File: config.mk
export PLATFORM = sky130hd
export DESIGN_NAME = slime_hit_detect
export DESIGN_NICKNAME = d
export VERILOG_FILES = /design/src/rtl/slime_hit_detect.sv
export SDC_FILE = /design/constraint.sdc
export NUM_CORES = 1
export LEC_CHECK = 0
export ABC_AREA = 1
export CAP_MARGIN = 10
export CORE_MARGIN = 2
export CORE_UTILIZATION = 65
export DETAILED_ROUTE_END_ITERATION = 7
export DONT_BUFFER_PORTS = 1
export GPL_ROUTABILITY_DRIVEN = 1
export PLACE_DENSITY_LB_ADDON = 0.2
export SYNTH_ARGS = -nofsm -noshare
export SYNTH_HDL_FRONTEND = slang
export SYNTH_SLANG_ARGS = --single-unit
File: constraint.sdc
create_clock -name clk -period 2.75 [get_ports clk]
set_input_delay 0.1375 -clock clk [delete_from_list [all_inputs] [get_ports clk]]
set_output_delay 0.1375 -clock clk [all_outputs]
set_load 0.03 [all_outputs]
File: src/rtl/slime_hit_detect.sv
// slime_hit_detect: frame-sampled player/slime hitbox overlap with one-shot damage pulse and cooldown.
// Optional macro SLIME_HIT_EDGE_EN: fire only on newly started overlaps.
module slime_hit_detect #(
   parameter int PLAYER_W        = 32,
   parameter int PLAYER_H        = 32,
   parameter int SLIME_W         = 24,
   parameter int SLIME_H         = 16,
   parameter int COOLDOWN_FRAMES = 60
) (
   input  logic       clk,
   input  logic       reset,
   input  logic       frame_tick,
   input  logic [9:0] player_x,
   input  logic [8:0] player_y,
   input  logic [9:0] slime0_x,
   input  logic [8:0] slime0_y,
   input  logic [9:0] slime1_x,
   input  logic [8:0] slime1_y,
   input  logic [1:0] slime_alive,
   output logic [1:0] slim_damage,
   output logic       cooldown_active
);
   typedef enum logic [1:0] {IDLE, SAMPLE, FIRE, COOLDOWN} state_t;
   state_t state, state_nx;
   logic [9:0] px, sx0, sx1;
   logic [8:0] py, sy0, sy1;
   logic [1:0] alive, ovl, new_ovl, fire;
   logic [7:0] cnt;

   // widened compares so boxes near the right/bottom edge never wrap
   function automatic logic hit(input logic [9:0] ax, input logic [8:0] ay,
                                input logic [9:0] bx, input logic [8:0] by);
      hit = ({1'b0, ax} < {1'b0, bx} + 11'(SLIME_W)) && ({1'b0, bx} < {1'b0, ax} + 11'(PLAYER_W)) &&
            ({1'b0, ay} < {1'b0, by} + 10'(SLIME_H)) && ({1'b0, by} < {1'b0, ay} + 10'(PLAYER_H));
   endfunction

   assign ovl = alive & {hit(px, py, sx1, sy1), hit(px, py, sx0, sy0)};

`ifdef SLIME_HIT_EDGE_EN
   logic [1:0] prev;
   assign new_ovl = ovl & ~prev;
   always_ff @(posedge clk or posedge reset)
      if (reset) prev <= '0;
      else if (state == SAMPLE) prev <= ovl;
      else if (state == COOLDOWN && frame_tick)
         prev <= slime_alive & {hit(player_x, player_y, slime1_x, slime1_y),
                                hit(player_x, player_y, slime0_x, slime0_y)};
`else
   assign new_ovl = ovl;
`endif

   always_ff @(posedge clk or posedge reset)
      if (reset) state <= IDLE;
      else state <= state_nx;

   always_comb begin
      state_nx = state;
      unique case (state)
         IDLE:     state_nx = frame_tick ? SAMPLE : IDLE;
         SAMPLE:   state_nx = |new_ovl ? FIRE : IDLE;
         FIRE:     state_nx = COOLDOWN;
         COOLDOWN: state_nx = (frame_tick && cnt <= 8'd1) ? IDLE : COOLDOWN;
      endcase
   end

   always_comb begin
      slim_damage     = state == FIRE ? fire : 2'b00;
      cooldown_active = state == COOLDOWN;
   end

   always_ff @(posedge clk or posedge reset)
      if (reset) begin
         {px, py, sx0, sy0, sx1, sy1} <= '0;
         alive <= '0;
         fire  <= '0;
         cnt   <= '0;
      end else begin
         if (state == IDLE && frame_tick) begin
            px    <= player_x;
            py    <= player_y;
            sx0   <= slime0_x;
            sy0   <= slime0_y;
            sx1   <= slime1_x;
            sy1   <= slime1_y;
            alive <= slime_alive;
         end
         if (state == SAMPLE) fire <= new_ovl;
         if (state == FIRE) cnt <= 8'(COOLDOWN_FRAMES);
         else if (state == COOLDOWN && frame_tick) cnt <= cnt - 8'd1;
      end
endmodule
==> out/metrics.cfg <==
[run_status]
status=finished, final reports clean

[power_and_ir_drop]
p_int_w=0.00368
seqPwrFrac=0.297
power_frac_comb=0.548
p_clk_frac=0.155
sw_frac_of_total=0.448
p_sw_w=0.00298
leakagePower_nw=3.11
peakVddDrop_mv=0.646
power_density_nw_per_um2=1130

[clock_network]
post_cts_resized=0
clk-insertion-delay-late_ps=350
cts-root-buf=clkbuf_8
cts_made_buffers=9
clk_path_buf_depth=2
h-tree-depth=3
cts.clk_slew.worst_paths_ps=80
cts_tree=built
cts_sinks=71

[grt]
grt_max_degree=72
overflow=0
antenna_found_initial=0
first_global_vias=4332
grt_pass1_wl_um=19400
grt_usage=0.291

[setup_path]
cp-startpoint=sx1[3]
cp.arrival_ps=2440
ff2ff_path_depth=11
timing.rr.start=sx1[3]
rr_endpoint=fire[1]
setup.worst_path.end=fire[1]
path_max_fanout=4
cp-end-kind=register
crit_path_start_kind=register
required_ps=3030
r2r_slack_ps=590
crit_type=register to register

[die]
core_area_um2=7330
ios=65
die_width_um=91.3
dieArea_um2=8330
die_h_um=91.3
start_util=0.676
rows=31

[final_layout]
area_delta_synth_final_pct=19.3
final_cells=772
fin_nets=806
layout-drive-gt1-share=0.0773
n_antenna_cell=0
fin_util=0.806

[sta]
min_period_ps=2160
worst_slack_ps=586
finalMaxSlewViolations=0
rsz0062_at_grt=no
setup_violations=0
fin_skew_ps=9.44
fin_setup_tns_ps=0
maxSlewHeadroom=0.407
max_freq_mhz=462
fin_crit_sh=0.787
tightest_slew_ps=889
hold_viol_final=0

[routing]
dr_total_vias=4150
drc=0
first_iter_violations=190
wl_per_cell_um=14.4
finalWirelength_um=11100
viasPerCell=5.38
dr.pass1.iters=4
ant_nets=0

[synth]
yosysSeqAreaShare=0.359
syn_nets=741
ys_seq_elements=71
synthCells=603
avgSynthCellArea_um2=8.21
yosysWarnings=0
netlist-cell-type-count=33
syn_area_um2=4950

[place]
dp_cells=695
gp_congestion=0.897
dp.final_hpwl_um=7680
port_buffers=0
post-place-ws_ps=598

[worst_hold_path]
holdPathStages=3
min_path_type=input pin to register
hp-start=frame_tick

[run]
maxCapViolations=0

==> synth_stat cells <==
cell type / number / area, um2
a21o_1: 5 / 37.5
ha_1: 76 / 951
nor3_1: 5 / 25.0
nor2_2: 3 / 18.8
o21ai_1: 2 / 10.0
nand2_2: 3 / 18.8
inv_1: 75 / 282
nand3_2: 2 / 20.0
inv_2: 1 / 3.75
a21boi_1: 1 / 7.51
o22ai_1: 1 / 6.26
a21oi_1: 59 / 295
nand3b_1: 8 / 60.1
mux2_1: 2 / 22.5
clkbuf_1: 3 / 11.3
nor3_2: 1 / 10.0
or2_2: 1 / 6.26
nand2_1: 120 / 450
buf_2: 5 / 25.0
nand3_1: 24 / 120
xnor2_1: 9 / 78.8
nor4_1: 1 / 6.26
nor3b_1: 1 / 7.51
o21ai_0: 14 / 70.1
or2_0: 1 / 6.26
xor2_1: 9 / 78.8
clkinv_1: 1 / 3.75
mux2_2: 21 / 236
dfrtp_1: 71 / 1780
a21boi_0: 1 / 7.51
buf_4: 2 / 15.0
nand4_1: 1 / 6.26
nor2_1: 74 / 278
==> per-layer routing <==
layer	up-vias	global-route usage	routed length, um
met2	88	0.536	5740
met5	-	0	0
met4	0	0.0821	176
met1	1956	0.348	4680
li1	2087	-	-
met3	19	0.0523	515
==> registers in the layout, indices dropped and copies added (netlist names), 8 cells and up <==
name	count
sx0	10
py	9
sy1	9
px	10
sy0	9
cnt	8
sx1	10
==> stage by stage <==
step	power [W]	hold slack, ps	instance area, um2
final	0.00667	68.5	5910
after global routing	0.00740	57.0	5910
after CTS	0.00666	44.1	5910
after detailed placement	0.00552	274	5050
after global placement	0.00529	271	5050
after floorplan	0.00466	269	4950
==> area by class of cell <==
cell class                      count  area (um2)
Clock buffer                        9         124
Clock inverter                      7         120
Fill cell                         467        1420
Inverter                           77         289
Multi-Input combinational cell    445        2840
Sequential cell                    71        1780
Tap cell                           99         124
Timing Repair Buffer               64         633
==> power by group through the flow <==
stage / sequential, W / clock [W] / combinational, W
after floorplan: 0.00183 / 0 / 0.00282
after detailed placement: 0.00198 / 0 / 0.00355
after global placement: 0.00196 / 0 / 0.00334
final: 0.00198 / 0.00103 / 0.00365
after global routing: 0.00204 / 0.00108 / 0.00429
after CTS: 0.00197 / 0.00104 / 0.00365
==> worst min path at each step <==
stage                     slack, ps       end
after floorplan                 270    sy1[5]
after global placement          270    sy1[5]
after detailed placement        270    sy1[6]
after CTS                        40  state[0]
after global routing             60  state[0]
final                            70  state[0]
==> layout by cell type, fill, tap and decap left out, types with 2 or more instances in the layout <==
cell type,synthesis,routed
nand3_1,24,24
o21ai_1,2,2
clkbuf_8,0,9
ha_1,76,76
inv_1,75,74
buf_4,2,3
nor3_1,5,5
nand2_2,3,3
nor2_2,3,3
dlygate4sd3_1,0,61
a21oi_1,59,59
mux2_2,21,21
xnor2_1,9,9
nand2_1,120,120
nand3b_1,8,8
o21ai_0,14,14
dfrtp_1,71,71
bufinv_16,0,3
xor2_1,9,9
a21o_1,5,5
mux2_1,2,2
nor2_1,74,74
inv_2,1,2
==> cell families after synthesis <==
logic type,Yosys count,share of synthesized area
AOI/OAI and AO/OA,83,0.0877
xor gates and xnor gates,18,0.0318
adders and majority gates,76,0.192
buffers and inverters,87,0.0687
DFF,71,0.359
muxes,23,0.0523
and+or+nand+nor,245,0.209
==> critical path: stages, from the launching register on <==
cell and delay (ps):
dfrtp_1 390, inv_1 80, ha_1 210, or2_2 330, nor3_1 200, xnor2_1 150, ha_1 270, nand2_1 80
nor2_1 40, a21oi_1 140, nand3_1 120, o21ai_0 90
==> repair_timing <==
item / CTS / global route
buffers inserted: 0 / 0
hold buffers: 61 / 0
hold endpoints to repair: 131 / 0
Power figures use the tool's default switching activity.
